## src/rtl/c6_mult_scheduler_if.sv

```systemverilog
// Request/result bundle for the shared multiplier: two operand ports and one result port.
// Latency: none, wires only.
// Backpressure: valid/ready on every port; the requester side is master, the multiplier is slave.
interface c6_mult_scheduler_if #(
    parameter int WIDTH = 8
);
    logic               req0_valid;
    logic               req0_ready;
    logic [WIDTH-1:0]   req0_a;
    logic [WIDTH-1:0]   req0_b;
    logic               req1_valid;
    logic               req1_ready;
    logic [WIDTH-1:0]   req1_a;
    logic [WIDTH-1:0]   req1_b;
    logic               res_valid;
    logic               res_ready;
    logic [2*WIDTH-1:0] res_product;
    logic               res_id;

    modport master (
        output req0_valid, req0_a, req0_b,
        output req1_valid, req1_a, req1_b,
        output res_ready,
        input  req0_ready, req1_ready,
        input  res_valid, res_product, res_id
    );

    modport slave (
        input  req0_valid, req0_a, req0_b,
        input  req1_valid, req1_a, req1_b,
        input  res_ready,
        output req0_ready, req1_ready,
        output res_valid, res_product, res_id
    );
endinterface

```

## src/rtl/c6_mult_scheduler.sv

```systemverilog
// Two-requester round-robin front end feeding one WIDTH-step shift-and-add multiplier.
// Latency: result valid WIDTH cycles after the acceptance edge; one op every WIDTH+2 cycles minimum.
// Backpressure: result held in DONE until res_ready; no request ready outside IDLE.
// Optional C6_SIGNED_EN: two's-complement operands (magnitude multiply, sign fixup on RUN->DONE).
module c6_mult_scheduler #(
    parameter int WIDTH = 8
) (
    input  logic                 clk,
    input  logic                 rst,
    c6_mult_scheduler_if.slave   bus,
    output logic                 busy
);
    localparam int CW = (WIDTH > 1) ? $clog2(WIDTH) : 1;

    localparam logic [1:0] S_IDLE = 2'd0;
    localparam logic [1:0] S_RUN  = 2'd1;
    localparam logic [1:0] S_DONE = 2'd2;

    logic [1:0]         state;
    logic               last_grant;
    logic [2*WIDTH:0]   acc;
    logic [WIDTH-1:0]   mcand;
    logic [WIDTH-1:0]   mplier;
    logic [CW-1:0]      cnt;
    logic [2*WIDTH-1:0] product_q;
    logic               id_q;

    logic               grant0;
    logic               grant1;
    logic               accept;
    logic [WIDTH-1:0]   sel_a;
    logic [WIDTH-1:0]   sel_b;
    logic [WIDTH-1:0]   op_a;
    logic [WIDTH-1:0]   op_b;
    logic [WIDTH:0]     upper_sum;
    logic [2*WIDTH:0]   acc_next;
    logic [2*WIDTH-1:0] final_p;

`ifdef C6_SIGNED_EN
    logic               neg_q;
`endif

    // Round-robin grant: a lone valid wins; on a tie the requester not granted last wins.
    always_comb begin
        grant0 = 1'b0;
        grant1 = 1'b0;
        if (state == S_IDLE) begin
            grant0 = bus.req0_valid && (!bus.req1_valid || last_grant);
            grant1 = bus.req1_valid && (!bus.req0_valid || !last_grant);
        end
    end

    assign accept         = grant0 || grant1;
    assign bus.req0_ready = grant0;
    assign bus.req1_ready = grant1;
    assign bus.res_valid  = (state == S_DONE);
    assign bus.res_product = product_q;
    assign bus.res_id     = id_q;
    assign busy           = (state != S_IDLE);

    // Operand selection and the engine datapath: one shift-add step, plus the finished product.
    always_comb begin
        sel_a = grant1 ? bus.req1_a : bus.req0_a;
        sel_b = grant1 ? bus.req1_b : bus.req0_b;
`ifdef C6_SIGNED_EN
        // -2^(WIDTH-1) maps onto itself, which is its correct unsigned magnitude.
        op_a = sel_a[WIDTH-1] ? (~sel_a + 1'b1) : sel_a;
        op_b = sel_b[WIDTH-1] ? (~sel_b + 1'b1) : sel_b;
`else
        op_a = sel_a;
        op_b = sel_b;
`endif
        upper_sum = acc[2*WIDTH:WIDTH] + {1'b0, (mplier[0] ? mcand : {WIDTH{1'b0}})};
        acc_next  = {upper_sum, acc[WIDTH-1:0]} >> 1;
`ifdef C6_SIGNED_EN
        final_p = neg_q ? (~acc_next[2*WIDTH-1:0] + 1'b1) : acc_next[2*WIDTH-1:0];
`else
        final_p = acc_next[2*WIDTH-1:0];
`endif
    end

    // Control FSM, pointer and engine registers; reset discards any operation in flight.
    always_ff @(posedge clk or posedge rst) begin
        if (rst) begin
            state      <= S_IDLE;
            last_grant <= 1'b1;
            acc        <= '0;
            mcand      <= '0;
            mplier     <= '0;
            cnt        <= '0;
            product_q  <= '0;
            id_q       <= 1'b0;
`ifdef C6_SIGNED_EN
            neg_q      <= 1'b0;
`endif
        end else begin
            case (state)
                S_IDLE: begin
                    if (accept) begin
                        state      <= S_RUN;
                        last_grant <= grant1;
                        id_q       <= grant1;
                        acc        <= '0;
                        mcand      <= op_a;
                        mplier     <= op_b;
                        cnt        <= '0;
`ifdef C6_SIGNED_EN
                        neg_q      <= sel_a[WIDTH-1] ^ sel_b[WIDTH-1];
`endif
                    end
                end
                S_RUN: begin
                    acc    <= acc_next;
                    mplier <= mplier >> 1;
                    cnt    <= cnt + 1'b1;
                    if (cnt == CW'(WIDTH - 1)) begin
                        state     <= S_DONE;
                        product_q <= final_p;
                        cnt       <= '0;
                    end
                end
                S_DONE: begin
                    if (bus.res_ready) begin
                        state <= S_IDLE;
                    end
                end
                default: begin
                    state <= S_IDLE;
                end
            endcase
        end
    end
endmodule

```

## src/flat_wrapper.sv

```systemverilog
// flat-port wrapper written by rule: the top's interface ports become plain ports
module c6_mult_scheduler_flat 
#(
    parameter int WIDTH = 8
)
  (clk, rst, busy, bus_req0_valid, bus_req0_a, bus_req0_b, bus_req1_valid, bus_req1_a, bus_req1_b, bus_res_ready, bus_req0_ready, bus_req1_ready, bus_res_valid, bus_res_product, bus_res_id);
  c6_mult_scheduler_if #(.WIDTH(WIDTH)) bus_i ();
  input  logic clk;
  input  logic rst;
  output logic busy;
  input wire logic [$bits(bus_i.req0_valid)-1:0] bus_req0_valid;
  input wire logic [$bits(bus_i.req0_a)-1:0] bus_req0_a;
  input wire logic [$bits(bus_i.req0_b)-1:0] bus_req0_b;
  input wire logic [$bits(bus_i.req1_valid)-1:0] bus_req1_valid;
  input wire logic [$bits(bus_i.req1_a)-1:0] bus_req1_a;
  input wire logic [$bits(bus_i.req1_b)-1:0] bus_req1_b;
  input wire logic [$bits(bus_i.res_ready)-1:0] bus_res_ready;
  output wire logic [$bits(bus_i.req0_ready)-1:0] bus_req0_ready;
  output wire logic [$bits(bus_i.req1_ready)-1:0] bus_req1_ready;
  output wire logic [$bits(bus_i.res_valid)-1:0] bus_res_valid;
  output wire logic [$bits(bus_i.res_product)-1:0] bus_res_product;
  output wire logic [$bits(bus_i.res_id)-1:0] bus_res_id;
  assign bus_i.req0_valid = bus_req0_valid;
  assign bus_i.req0_a = bus_req0_a;
  assign bus_i.req0_b = bus_req0_b;
  assign bus_i.req1_valid = bus_req1_valid;
  assign bus_i.req1_a = bus_req1_a;
  assign bus_i.req1_b = bus_req1_b;
  assign bus_i.res_ready = bus_res_ready;
  assign bus_req0_ready = bus_i.req0_ready;
  assign bus_req1_ready = bus_i.req1_ready;
  assign bus_res_valid = bus_i.res_valid;
  assign bus_res_product = bus_i.res_product;
  assign bus_res_id = bus_i.res_id;
  c6_mult_scheduler #(.WIDTH(WIDTH)) u_core (.clk(clk), .rst(rst), .bus(bus_i), .busy(busy));
endmodule
```

## config.mk

```make
export PLATFORM = sky130hd
export DESIGN_NAME = c6_mult_scheduler_flat
export DESIGN_NICKNAME = d
export VERILOG_FILES = /design/src/rtl/c6_mult_scheduler_if.sv /design/src/rtl/c6_mult_scheduler.sv /design/src/flat_wrapper.sv
export SDC_FILE = /design/constraint.sdc
export NUM_CORES = 1
export LEC_CHECK = 0
export ABC_AREA = 1
export BUFFER_PORTS_ARGS = -buffer_cell sky130_fd_sc_hd__buf_4
export CAP_MARGIN = 30
export CORE_MARGIN = 3
export CORE_UTILIZATION = 35
export CTS_CLUSTER_SIZE = 14
export DETAILED_ROUTE_END_ITERATION = 12
export GPL_ROUTABILITY_DRIVEN = 1
export MAX_ROUTING_LAYER = met4
export PLACE_DENSITY = 0.53
export SLEW_MARGIN = 40
export SYNTH_ARGS = -nofsm -noshare
export SYNTH_HDL_FRONTEND = slang
export SYNTH_SLANG_ARGS = --single-unit
```

## constraint.sdc

```tcl
create_clock -name clk -period 2.8 [get_ports clk]
set_clock_uncertainty 0.2 [all_clocks]
set_input_delay 0.28 -clock clk [delete_from_list [all_inputs] [get_ports clk]]
set_output_delay 0.28 -clock clk [all_outputs]
set_load 0.02 [all_outputs]
```

==> flow_summary.json <==
{
  "critPathCapture": "bus_req1_ready",
  "synth_cells": 338,
  "rsz0062_at_grt": "no",
  "cts_root_buf": "clkbuf_8",
  "avgViaCountPerCell": 4.46,
  "cp.depth": 5,
  "grt-ovfl-total": 0,
  "clk-insertion-delay-late_ps": 310,
  "setup_violations": 0,
  "ys_ff_latch": 54,
  "core_area_um2": 7410,
  "netlist_area_um2": 2740,
  "grt_pass1_vias": 2158,
  "area_growth_pct": 22.4,
  "synth_seq_area_share_pct": 49.4,
  "numCtsBuffers": 5,
  "antenna_found_initial": 0,
  "cts_tree": "done",
  "worstSetupPathType": "flop to primary output",
  "worst_setup_path_start_kind": "flop",
  "detail_route.first_pass.iterations": 4,
  "path_buf_inv": 3,
  "status": "complete, no violations",
  "crit_path_cell_trace": "nor2_2 > nand3_2 > buf_4 > inv_2 > buf_4",
  "fin_nets": 444,
  "synthesis.nets": 386,
  "r2r_cells": 12,
  "synth_edf_count": 0,
  "cts_resized": 0,
  "async_flop_share_pct": 100,
  "htree_levels": 2,
  "dp_hpwl_mm": 4.39,
  "drc": 0,
  "ys_warn_count": 0,
  "rows": 31,
  "cp-end-kind": "primary output",
  "worst_slew_pin_slew_ps": 493,
  "grt_max_degree": 29,
  "ant_nets": 0,
  "drt-total-wl_mm": 5.84,
  "clk_path_buf_depth": 2,
  "slew_viol_final": 0,
  "ys.flop_type": "dfrtp_1",
  "totalPowerFinal_mw": 3.56,
  "powerDensity_nw_per_um2": 1060,
  "dieWidth_um": 94.5,
  "port_buffers": 57,
  "yosysUniqueCellTypes": 27,
  "clk_pin_slew_ps": 110,
  "wire_per_inst_um": 11.8,
  "cts_setup_buffers": 0,
  "worst_slack_ps": 522,
  "drive_gt1_share_pct": 22.9,
  "hold_violations": 0,
  "crit_path_frequent_cell": "buf_4",
  "path_max_fanout": 17,
  "rrSetupSlack_ps": 720,
  "timing.rr.start": "u_core.mplier[0]",
  "io_pins": 58,
  "fin_tns_setup_ps": 0,
  "worst_path_dominant_cell_family": "buffers and inverters",
  "grt_use_total_pct": 14.8,
  "r2r_end": "u_core.acc[15]",
  "max_stage_delay_ps": 440,
  "drtIter0Drc": 84,
  "critPathRequiredTime_ps": 2320,
  "cp-startpoint": "u_core.state[0]",
  "syn_area_per_cell_um2": 8.11,
  "min_period_over_period_pct": 81.3,
  "holdBufCountCts": 2,
  "die_area_um2": 8930,
  "clock-sinks": 54,
  "cap_violations": 0,
  "slowest_stage": "dfrtp_1",
  "p_leak_nw": 1.83,
  "ir_drop_v": 0.000509,
  "period_minus_slack_ps": 2280,
  "start_util_pct": 37.0,
  "hold_class": "input port to flop",
  "preCtsSetupSlack_ps": 701,
  "vias": 2211,
  "die_height_um": 94.5,
  "timing.slew.headroom_pct": 67.1,
  "grt_pass1_wl_mm": 10.3,
  "diodes": 0,
  "worstPathArrival_ps": 1800,
  "gp_congestion": 0.778,
  "max_freq_ghz": 0.439
}
[final cells by class]
cell class              instances  area, um2
flip-flops and latches         54       1350
fillers                       762       4050
repair buffers                 63        478
clock buffers                   5       68.8
well taps                      99        124
multi-input cells             235       1160
clock inverters                 3       28.8
inverters                      37        139
[cells in the mapped netlist, types with 3 or more instances]
cell type	count	area share, %
nor2_1	13	1.8
a21oi_1	3	0.55
inv_2	5	0.69
o21ai_0	23	4.2
nand3_1	32	5.8
inv_1	32	4.4
o22ai_1	7	1.6
o21ai_1	9	1.6
clkbuf_1	4	0.55
ha_1	10	4.6
nand2_1	117	16
buf_6	4	1.6
or2_2	9	2.1
dfrtp_1	53	48
[how the worst min path moves through the flow]
stage | slack (ps) | end | cells after the start | start
2_1_floorplan | 180 | u_core.state[1] | 1 | bus_res_ready
3_3_place_gp | -4 | u_core.mplier[3] | 2 | rst
3_5_place_dp | -3 | u_core.mplier[3] | 2 | rst
4_1_cts | 10 | u_core.mcand[1] | 3 | bus_req0_a[1]
5_1_grt | 20 | u_core.mcand[1] | 3 | bus_req0_a[1]
6_report | 20 | u_core.mcand[5] | 3 | bus_req0_a[5]
[stage by stage]
| step | area [um2] | cells | hold WS (ps) | util (%) |
|---|---|---|---|---|
| after floorplan | 2740 | 338 | 176 | - |
| after global placement | 3240 | 486 | -4.48 | 43.7 |
| after detailed placement | 3240 | 486 | -3.09 | 43.7 |
| after CTS | 3350 | 496 | 14.7 | 45.3 |
| after global routing | 3350 | 496 | 19.3 | 45.3 |
| final | 3350 | 496 | 21.3 | 45.3 |
[flip-flops by register name (all words and copies together) (netlist names)]
register                flops
u_core.mplier               8
u_core.last_grant           1
u_core.bus.res_product     16
u_core.acc                 15
u_core.state                2
u_core.bus.res_id           1
u_core.cnt                  3
u_core.mcand                8
[logic make-up (layout without fill, tap and decap cells)]
family                     after synthesis  count (layout)  synth area share [%]
AOI/OAI and AO/OA                       44              44                  8.54
xor gates and xnor gates                 1               1                 0.320
DFF                                     54              54                  49.4
buffers and inverters                   49             108                  8.17
adders and majority gates               11              11                  5.30
and+or+nand+nor                        179             179                  28.3
[metal layers]
layer / vias to the layer above / GRT usage [%] / wire [um]
met2: 46 / 21.6 / 2470
li1: 1189 / - / -
met1: 971 / 21.3 / 3060
met3: 5 / 2.95 / 258
met5: - / - / 0
met4: 0 / 3.25 / 53
[worst register-to-register path, cell delays in order, from the launching register on]
cell and delay (ps):
dfrtp_1 490, nand2_1 110, inv_1 50, ha_1 200, fa_1 400, nand2_1 70
nand2_1 80, nand3_1 90, nand2_1 70, nand2_1 60, nand2_1 60, nand2_1 60
nand2_1 40
[layout by cell type (no fill, tap or decap)]
| master | count |
|---|---|
| nand2_1 | 117 |
| buf_4 | 61 |
| dfrtp_1 | 53 |
| nand3_1 | 32 |
| inv_1 | 31 |
| o21ai_0 | 23 |
| nor2_1 | 13 |
| ha_1 | 10 |
| or2_2 | 9 |
| o21ai_1 | 9 |
| o22ai_1 | 7 |
| inv_2 | 6 |
| clkbuf_8 | 5 |
| a21oi_1 | 3 |
| nor2_4 | 2 |
| nand3b_1 | 2 |
| dlygate4sd3_1 | 2 |
| nand2_2 | 1 |
| xnor2_1 | 1 |
| a21o_1 | 1 |
| nor2_2 | 1 |
| nand3_2 | 1 |
| nand2_4 | 1 |
| o31ai_1 | 1 |
| fa_1 | 1 |
| clkinv_4 | 1 |
| inv_6 | 1 |
| inv_8 | 1 |
| dfstp_2 | 1 |
[report_power, final]
group          total (mW)  switching [mW]  leakage, nW  internal [mW]
Clock               0.465           0.277       0.0506          0.188
Combinational        1.77            1.07         1.10          0.702
Sequential           1.32           0.193        0.683           1.13
Total                3.56            1.54         1.83           2.02
No activity file was read; power rests on OpenSTA's default activity.
